### config.mk
export PLATFORM = sky130hd
export DESIGN_NAME = iq_txd_serializer_flat
export DESIGN_NICKNAME = d
export VERILOG_FILES = /design/src/rtl/iq_txd_serializer_if.sv /design/src/rtl/iq_txd_serializer.sv /design/src/flat_wrapper.sv
export SDC_FILE = /design/constraint.sdc
export NUM_CORES = 1
export LEC_CHECK = 0
export ABC_AREA = 1
export BUFFER_PORTS_ARGS = -buffer_cell sky130_fd_sc_hd__buf_2
export CAP_MARGIN = 20
export CORE_ASPECT_RATIO = 1.1
export CORE_MARGIN = 2
export CORE_UTILIZATION = 35
export CTS_BUF_LIST = sky130_fd_sc_hd__clkbuf_8 sky130_fd_sc_hd__clkbuf_16
export DETAILED_ROUTE_END_ITERATION = 16
export PLACE_DENSITY = 0.54
export SLEW_MARGIN = 30
export SYNTH_ARGS = -nofsm -noshare
export SYNTH_HDL_FRONTEND = slang
export SYNTH_SLANG_ARGS = --single-unit
### constraint.sdc
create_clock -name clk32 -period 2.05 [get_ports clk32]
set_input_delay 0.615 -clock clk32 [delete_from_list [all_inputs] [get_ports clk32]]
set_output_delay 0.615 -clock clk32 [all_outputs]
set_load 0.005 [all_outputs]
### src/rtl/iq_txd_serializer_if.sv
// AXI-Stream word channel feeding the IQ symbol serializer.
// Signals:
//   tdata  [31:0] word, sent MSB symbol first
//   tvalid        upstream word valid
//   tlast         last word of a frame
//   tready        serializer accepts the word at this edge
// master: upstream word source; slave: the serializer.
interface iq_txd_serializer_if;
  logic [31:0] tdata;
  logic        tvalid;
  logic        tlast;
  logic        tready;

  modport master (output tdata, output tvalid, output tlast, input tready);
  modport slave  (input tdata, input tvalid, input tlast, output tready);
endinterface

### src/rtl/iq_txd_serializer.sv
// Symbol serializer for the clk32 side of the IQ transmit path.
// Turns 32-bit stream words into 2-bit line symbols, one per clock, framed
// by an alternating preamble and a trailing idle gap. A word that is missing
// mid-frame raises an underrun pulse and the remainder of that frame is
// drained and discarded.
// Ports:
//   clk32       symbol clock
//   reset       asynchronous, active-high
//   s_axis      word stream (slave side); tready depends on state only
//   iq_txd      registered line symbol
//   tx_active   registered, high while preamble or data is on the line
//   frame_done  one-cycle pulse on normal frame completion
//   underrun    one-cycle pulse when a word is missing at a load point
//
// state     | meaning
// ----------+-----------------------------------------------------------
// IDLE      | line at 00, waiting for a word to show up
// PREAMBLE  | sending 01/10 alternating; last symbol is a load point
// DATA      | shifting a word out; symbol 15 is a load point unless last
// FLUSH     | underrun recovery, swallow words up to and including tlast
// GAP       | post-frame idle symbols
module iq_txd_serializer #(
  parameter int PREAMBLE_LEN = 8,
  parameter int GAP_LEN      = 4
) (
  input  logic                       clk32,
  input  logic                       reset,
  iq_txd_serializer_if.slave         s_axis,
  output logic [1:0]                 iq_txd,
  output logic                       tx_active,
  output logic                       frame_done,
  output logic                       underrun
);

  localparam int PW = $clog2(PREAMBLE_LEN);
  localparam int GW = (GAP_LEN > 1) ? $clog2(GAP_LEN) : 1;
  localparam logic [PW-1:0] PRE_LAST = PW'(PREAMBLE_LEN - 1);
  localparam logic [GW-1:0] GAP_LAST = GW'(GAP_LEN - 1);

  typedef enum logic [2:0] {
    ST_IDLE,
    ST_PREAMBLE,
    ST_DATA,
    ST_FLUSH,
    ST_GAP
  } state_t;

  state_t          state;
  logic [31:0]     shreg;
  logic [3:0]      sym_cnt;
  logic [PW-1:0]   pre_cnt;
  logic [GW-1:0]   gap_cnt;
  logic            last_f;
  logic            load_pt;

  // The two places a new word is taken: the final preamble symbol and the
  // final symbol of a non-last word. Keeping tready off tvalid avoids a
  // combinational path back into the upstream CDC FIFO.
  assign load_pt = ((state == ST_PREAMBLE) && (pre_cnt == PRE_LAST)) ||
                   ((state == ST_DATA) && (sym_cnt == 4'd15) && !last_f);

  assign s_axis.tready = load_pt || (state == ST_FLUSH);

  always_ff @(posedge clk32 or posedge reset) begin
    if (reset) begin
      state      <= ST_IDLE;
      shreg      <= '0;
      sym_cnt    <= '0;
      pre_cnt    <= '0;
      gap_cnt    <= '0;
      last_f     <= 1'b0;
      iq_txd     <= 2'b00;
      tx_active  <= 1'b0;
      frame_done <= 1'b0;
      underrun   <= 1'b0;
    end else begin
      frame_done <= 1'b0;
      underrun   <= 1'b0;
      if (load_pt) begin
        if (s_axis.tvalid) begin
          // Symbol 0 goes straight to the line; shreg holds symbols 1..15.
          iq_txd    <= s_axis.tdata[31:30];
          shreg     <= {s_axis.tdata[29:0], 2'b00};
          last_f    <= s_axis.tlast;
          sym_cnt   <= 4'd0;
          state     <= ST_DATA;
          tx_active <= 1'b1;
        end else begin
          underrun  <= 1'b1;
          iq_txd    <= 2'b00;
          state     <= ST_FLUSH;
          tx_active <= 1'b0;
        end
      end else begin
        case (state)
          ST_IDLE: begin
            iq_txd <= 2'b00;
            if (s_axis.tvalid) begin
              state     <= ST_PREAMBLE;
              pre_cnt   <= '0;
              iq_txd    <= 2'b01;
              tx_active <= 1'b1;
            end
          end
          ST_PREAMBLE: begin
            // Next symbol is for count p+1: 10 when p is even, 01 when odd.
            pre_cnt <= pre_cnt + PW'(1);
            iq_txd  <= pre_cnt[0] ? 2'b01 : 2'b10;
          end
          ST_DATA: begin
            if (sym_cnt != 4'd15) begin
              iq_txd  <= shreg[31:30];
              shreg   <= {shreg[29:0], 2'b00};
              sym_cnt <= sym_cnt + 4'd1;
            end else begin
              // Symbol 15 of the last word: frame ends normally.
              state      <= ST_GAP;
              gap_cnt    <= '0;
              iq_txd     <= 2'b00;
              frame_done <= 1'b1;
              tx_active  <= 1'b0;
            end
          end
          ST_FLUSH: begin
            iq_txd <= 2'b00;
            if (s_axis.tvalid && s_axis.tlast) begin
              state   <= ST_GAP;
              gap_cnt <= '0;
            end
          end
          ST_GAP: begin
            iq_txd <= 2'b00;
            if (gap_cnt == GAP_LAST) begin
              state <= ST_IDLE;
            end else begin
              gap_cnt <= gap_cnt + GW'(1);
            end
          end
          default: begin
            state     <= ST_IDLE;
            iq_txd    <= 2'b00;
            tx_active <= 1'b0;
          end
        endcase
      end
    end
  end

endmodule

### src/flat_wrapper.sv
// flat-port wrapper written by rule: the top's interface ports become plain ports
module iq_txd_serializer_flat 
#(
  parameter int PREAMBLE_LEN = 8,
  parameter int GAP_LEN      = 4
)
  (clk32, reset, iq_txd, tx_active, frame_done, underrun, s_axis_tdata, s_axis_tvalid, s_axis_tlast, s_axis_tready);
  iq_txd_serializer_if s_axis_i ();
  input  logic clk32;
  input  logic reset;
  output logic [1:0] iq_txd;
  output logic tx_active;
  output logic frame_done;
  output logic underrun;
  input wire logic [$bits(s_axis_i.tdata)-1:0] s_axis_tdata;
  input wire logic [$bits(s_axis_i.tvalid)-1:0] s_axis_tvalid;
  input wire logic [$bits(s_axis_i.tlast)-1:0] s_axis_tlast;
  output wire logic [$bits(s_axis_i.tready)-1:0] s_axis_tready;
  assign s_axis_i.tdata = s_axis_tdata;
  assign s_axis_i.tvalid = s_axis_tvalid;
  assign s_axis_i.tlast = s_axis_tlast;
  assign s_axis_tready = s_axis_i.tready;
  iq_txd_serializer #(.PREAMBLE_LEN(PREAMBLE_LEN), .GAP_LEN(GAP_LEN)) u_core (.clk32(clk32), .reset(reset), .s_axis(s_axis_i), .iq_txd(iq_txd), .tx_active(tx_active), .frame_done(frame_done), .underrun(underrun));
endmodule
==> qor.csv <==
metric,value,unit
synth_seq_cells,48,
synthTopCellsByCount,"nand2_1 (152), nand3_1 (78), dfrtp_1 (48), nor2_1 (16), inv_1 (13)",
design_area,3191,µm²
die_area,8004,µm²
async_reset_ff_share,100.0,%
dpl_cell_area,2890,µm²
path_class,flip-flop to output port,
nets,452,
setup_viol,0,
avgSynthCellArea,7.283,µm²
yosys-top-cells-area,"dfrtp_1 (47%), nand2_1 (22%), nand3_1 (15%)",
drive_above_1_share,24.21,%
p_sw_share,31.46,%
power.switching,0.7987,mW
drc_errors,0,
rsz0062_at_grt,true,
syn_nets,391,
nFillCells,740,
htree_levels,2,
cts_buffers,5,
synth_flop_cell,dfrtp_1,
cap_violations,0,
arrival,1.42,ns
pwr-share-clk,27.2,%
critPathLaunchType,flip-flop,
finalCritPeriodShare,99.36,%
grt_pass1_vias,2253,
whs,0.3297,ns
grt-ovfl-total,0,
finalSetupTns,0,ns
routed_wl,6534,µm
dp_hpwl,4143,µm
cp_max_fo,6,
portBuffers,41,
via_per_inst,4.972,
finalPower,2.539,mW
endpoint,s_axis_tready,
final-hold-violation-count,0,
ys_warn_count,0,
cpPeakStageDelay,0.45,ns
min_path_type,input port to asynchronous set/reset pin,
internal_power,1.740,mW
comb_power_share,26.5,%
fin_cells,498,
cts_num_sinks,48,
cts_tree,yes,
wl_per_cell,13.12,µm
min_period,2.037,ns
crit_required,1.43,ns
leakage,1.776,nW
cts.path.max_buffers,2,
worst_slack,0.01322,ns
num_antenna_cells,0,
vias,2476,
maxSlewViolCount,0,
synth_cells,351,
grt_usage,16.74,%
timing_worst_slew_pin_value,0.4689,ns
synth_top_area_share,46.99,%
grt_pass1_wl,10580,µm
p_seq_share,46.3,%
insertion_delay,0.31,ns
status,finished clean,
io_pins,42,
first_pass_iters,4,
slew-limit-headroom,68.62,%
synth_top_cell_by_area,dfrtp_1,
worst_clock_skew,0.01050,ns
grt_antenna_before_repair,0,
synth_edf_count,0,
cts-root-buf,clkbuf_8,
grt_max_degree,49,
vdd_drop_max,390.8,µV
dp.cells,471,
routabilityCongestion,0.8468,
synth_cell_types,22,
r2r_start,u_core.pre_cnt[1]$_DFFE_PP0P_,
core,7047,µm²
die_h,93.63,µm
synthToLayoutAreaGrowth,24.82,%
synth-seq-area-share,46.99,%
crit_start,u_core.state[1]$_DFFE_PP0P_,
synth.most_common_cell,nand2_1,
syn_area,2556,µm²
die_w,85.49,µm
start_util,36.27,%
cp_slowest_cell,dfrtp_2,
antenna_left,0,
dp_slack,0.1563,ns
drtIter0Drc,165,
cp_cell_sequence,nand3b_4 > inv_2 > nand2_2 > nand2_4 > inv_4 > nand2_2 > buf_2,
fmax,0.4910,GHz
cpMostUsedCell,nand2_2,
rows,32,
post-route-util,45.28,%
powerDensity,795.7,nW/µm²
end_kind,output port,
reg2regPathDepth,11,
rrSetupSlack,0.21,ns
r2r_end,u_core.tx_active$_DFFE_PP0P_,
clk_pin_slew_worst_paths,0.10,ns
## timing repair
| item | CTS | global route |
|---|---|---|
| gates cloned | 0 | 0 |
| endpoints found under the setup margin | 1 | 1 |
| setup buffers | 13 | 6 |
| hold buffers | 0 | 0 |
| resized for setup | 10 | 5 |
| pin swaps | 6 | 5 |
## critical path, delay by kind of cell, from the launching register on
kind / cells / cell delay, ns
buffers and inverters: 3 / 0.25
DFF: 1 / 0.45
and+or+nand+nor: 4 / 0.42
## power groups by stage
stage               Sequential [mW]  Clock [mW]  Combinational, mW
floorplan                      1.17           0              0.401
global placement               1.18           0              0.578
detailed placement             1.18           0              0.584
CTS                            1.17       0.712              0.643
global route                   1.19       0.751              0.769
finish                         1.18       0.691              0.672
## layout make-up
type                            count  area, µm²  area share (%)
Clock buffer                        5      68.82           2.157
Clock inverter                      3      42.54           1.333
Inverter                           16      62.56           1.961
Multi-Input combinational cell    269       1244           38.98
Sequential cell                    48       1204           37.73
Tap cell                           85      106.4           3.333
Timing Repair Buffer               72      462.9           14.51
## routing by layer
| layer | wire length (µm) | global-route usage (%) | vias to the layer above |
|---|---|---|---|
| met4 | 114 | 5.556 | 0 |
| met2 | 3208 | 28.65 | 45 |
| met3 | 190 | 3.266 | 10 |
| met5 | 0 | 0 | - |
| met1 | 3020 | 21.11 | 1174 |
| li1 | - | - | 1247 |
## placed cells by master, fill, tap and decap left out
| cell type | count |
|---|---|
| nor2_1 | 15 |
| buf_12 | 2 |
| ha_1 | 1 |
| nand2_4 | 2 |
| a21oi_1 | 2 |
| bufinv_16 | 1 |
| dfrtp_1 | 46 |
| nor2_4 | 2 |
| inv_4 | 1 |
| o21bai_1 | 1 |
| ha_2 | 3 |
| inv_2 | 4 |
| dfrtp_2 | 2 |
| buf_4 | 29 |
| clkinv_2 | 1 |
| nand3_4 | 1 |
| nand2_1 | 150 |
| nand4_1 | 3 |
| nand3b_4 | 1 |
| clkinvlp_4 | 1 |
| buf_2 | 41 |
| nand2_2 | 4 |
| nand3_1 | 78 |
| inv_1 | 11 |
| o21ai_0 | 5 |
| clkbuf_8 | 5 |
| o211ai_1 | 1 |
## kinds of logic after synthesis
kind of cell | Yosys count | share of synthesized area (%)
buffers and inverters | 34 | 5.972
adder cells (fa/ha/maj) | 4 | 1.958
AO/OA/AOI/OAI | 9 | 1.958
AND/OR/NAND/NOR | 256 | 43.12
flip-flops | 48 | 46.99
## worst min path at each step
stage / slack (ns) / cells past startpoint / start / endpoint
after floorplan: 0.45 / 2 / u_core.gap_cnt[1]$_DFFE_PP0P_ / u_core.gap_cnt[1]$_DFFE_PP0P_
after global placement: 0.47 / 2 / u_core.tx_active$_DFFE_PP0P_ / u_core.tx_active$_DFFE_PP0P_
after detailed placement: 0.47 / 2 / u_core.gap_cnt[1]$_DFFE_PP0P_ / u_core.gap_cnt[1]$_DFFE_PP0P_
after CTS: 0.35 / 3 / reset / u_core.shreg[3]$_DFFE_PP0P_
after global routing: 0.37 / 3 / reset / u_core.shreg[5]$_DFFE_PP0P_
final: 0.33 / 3 / reset / u_core.shreg[25]$_DFFE_PP0P_
## sequential cells by signal, summed over array words and instances, names as in the netlist
signal and flops:
u_core.frame_done 1, u_core.gap_cnt 2, u_core.iq_txd 2, u_core.last_f 1
u_core.pre_cnt 3, u_core.shreg 30, u_core.state 3, u_core.sym_cnt 4
u_core.tx_active 1, u_core.underrun 1
(Power assumes the default switching activity.)
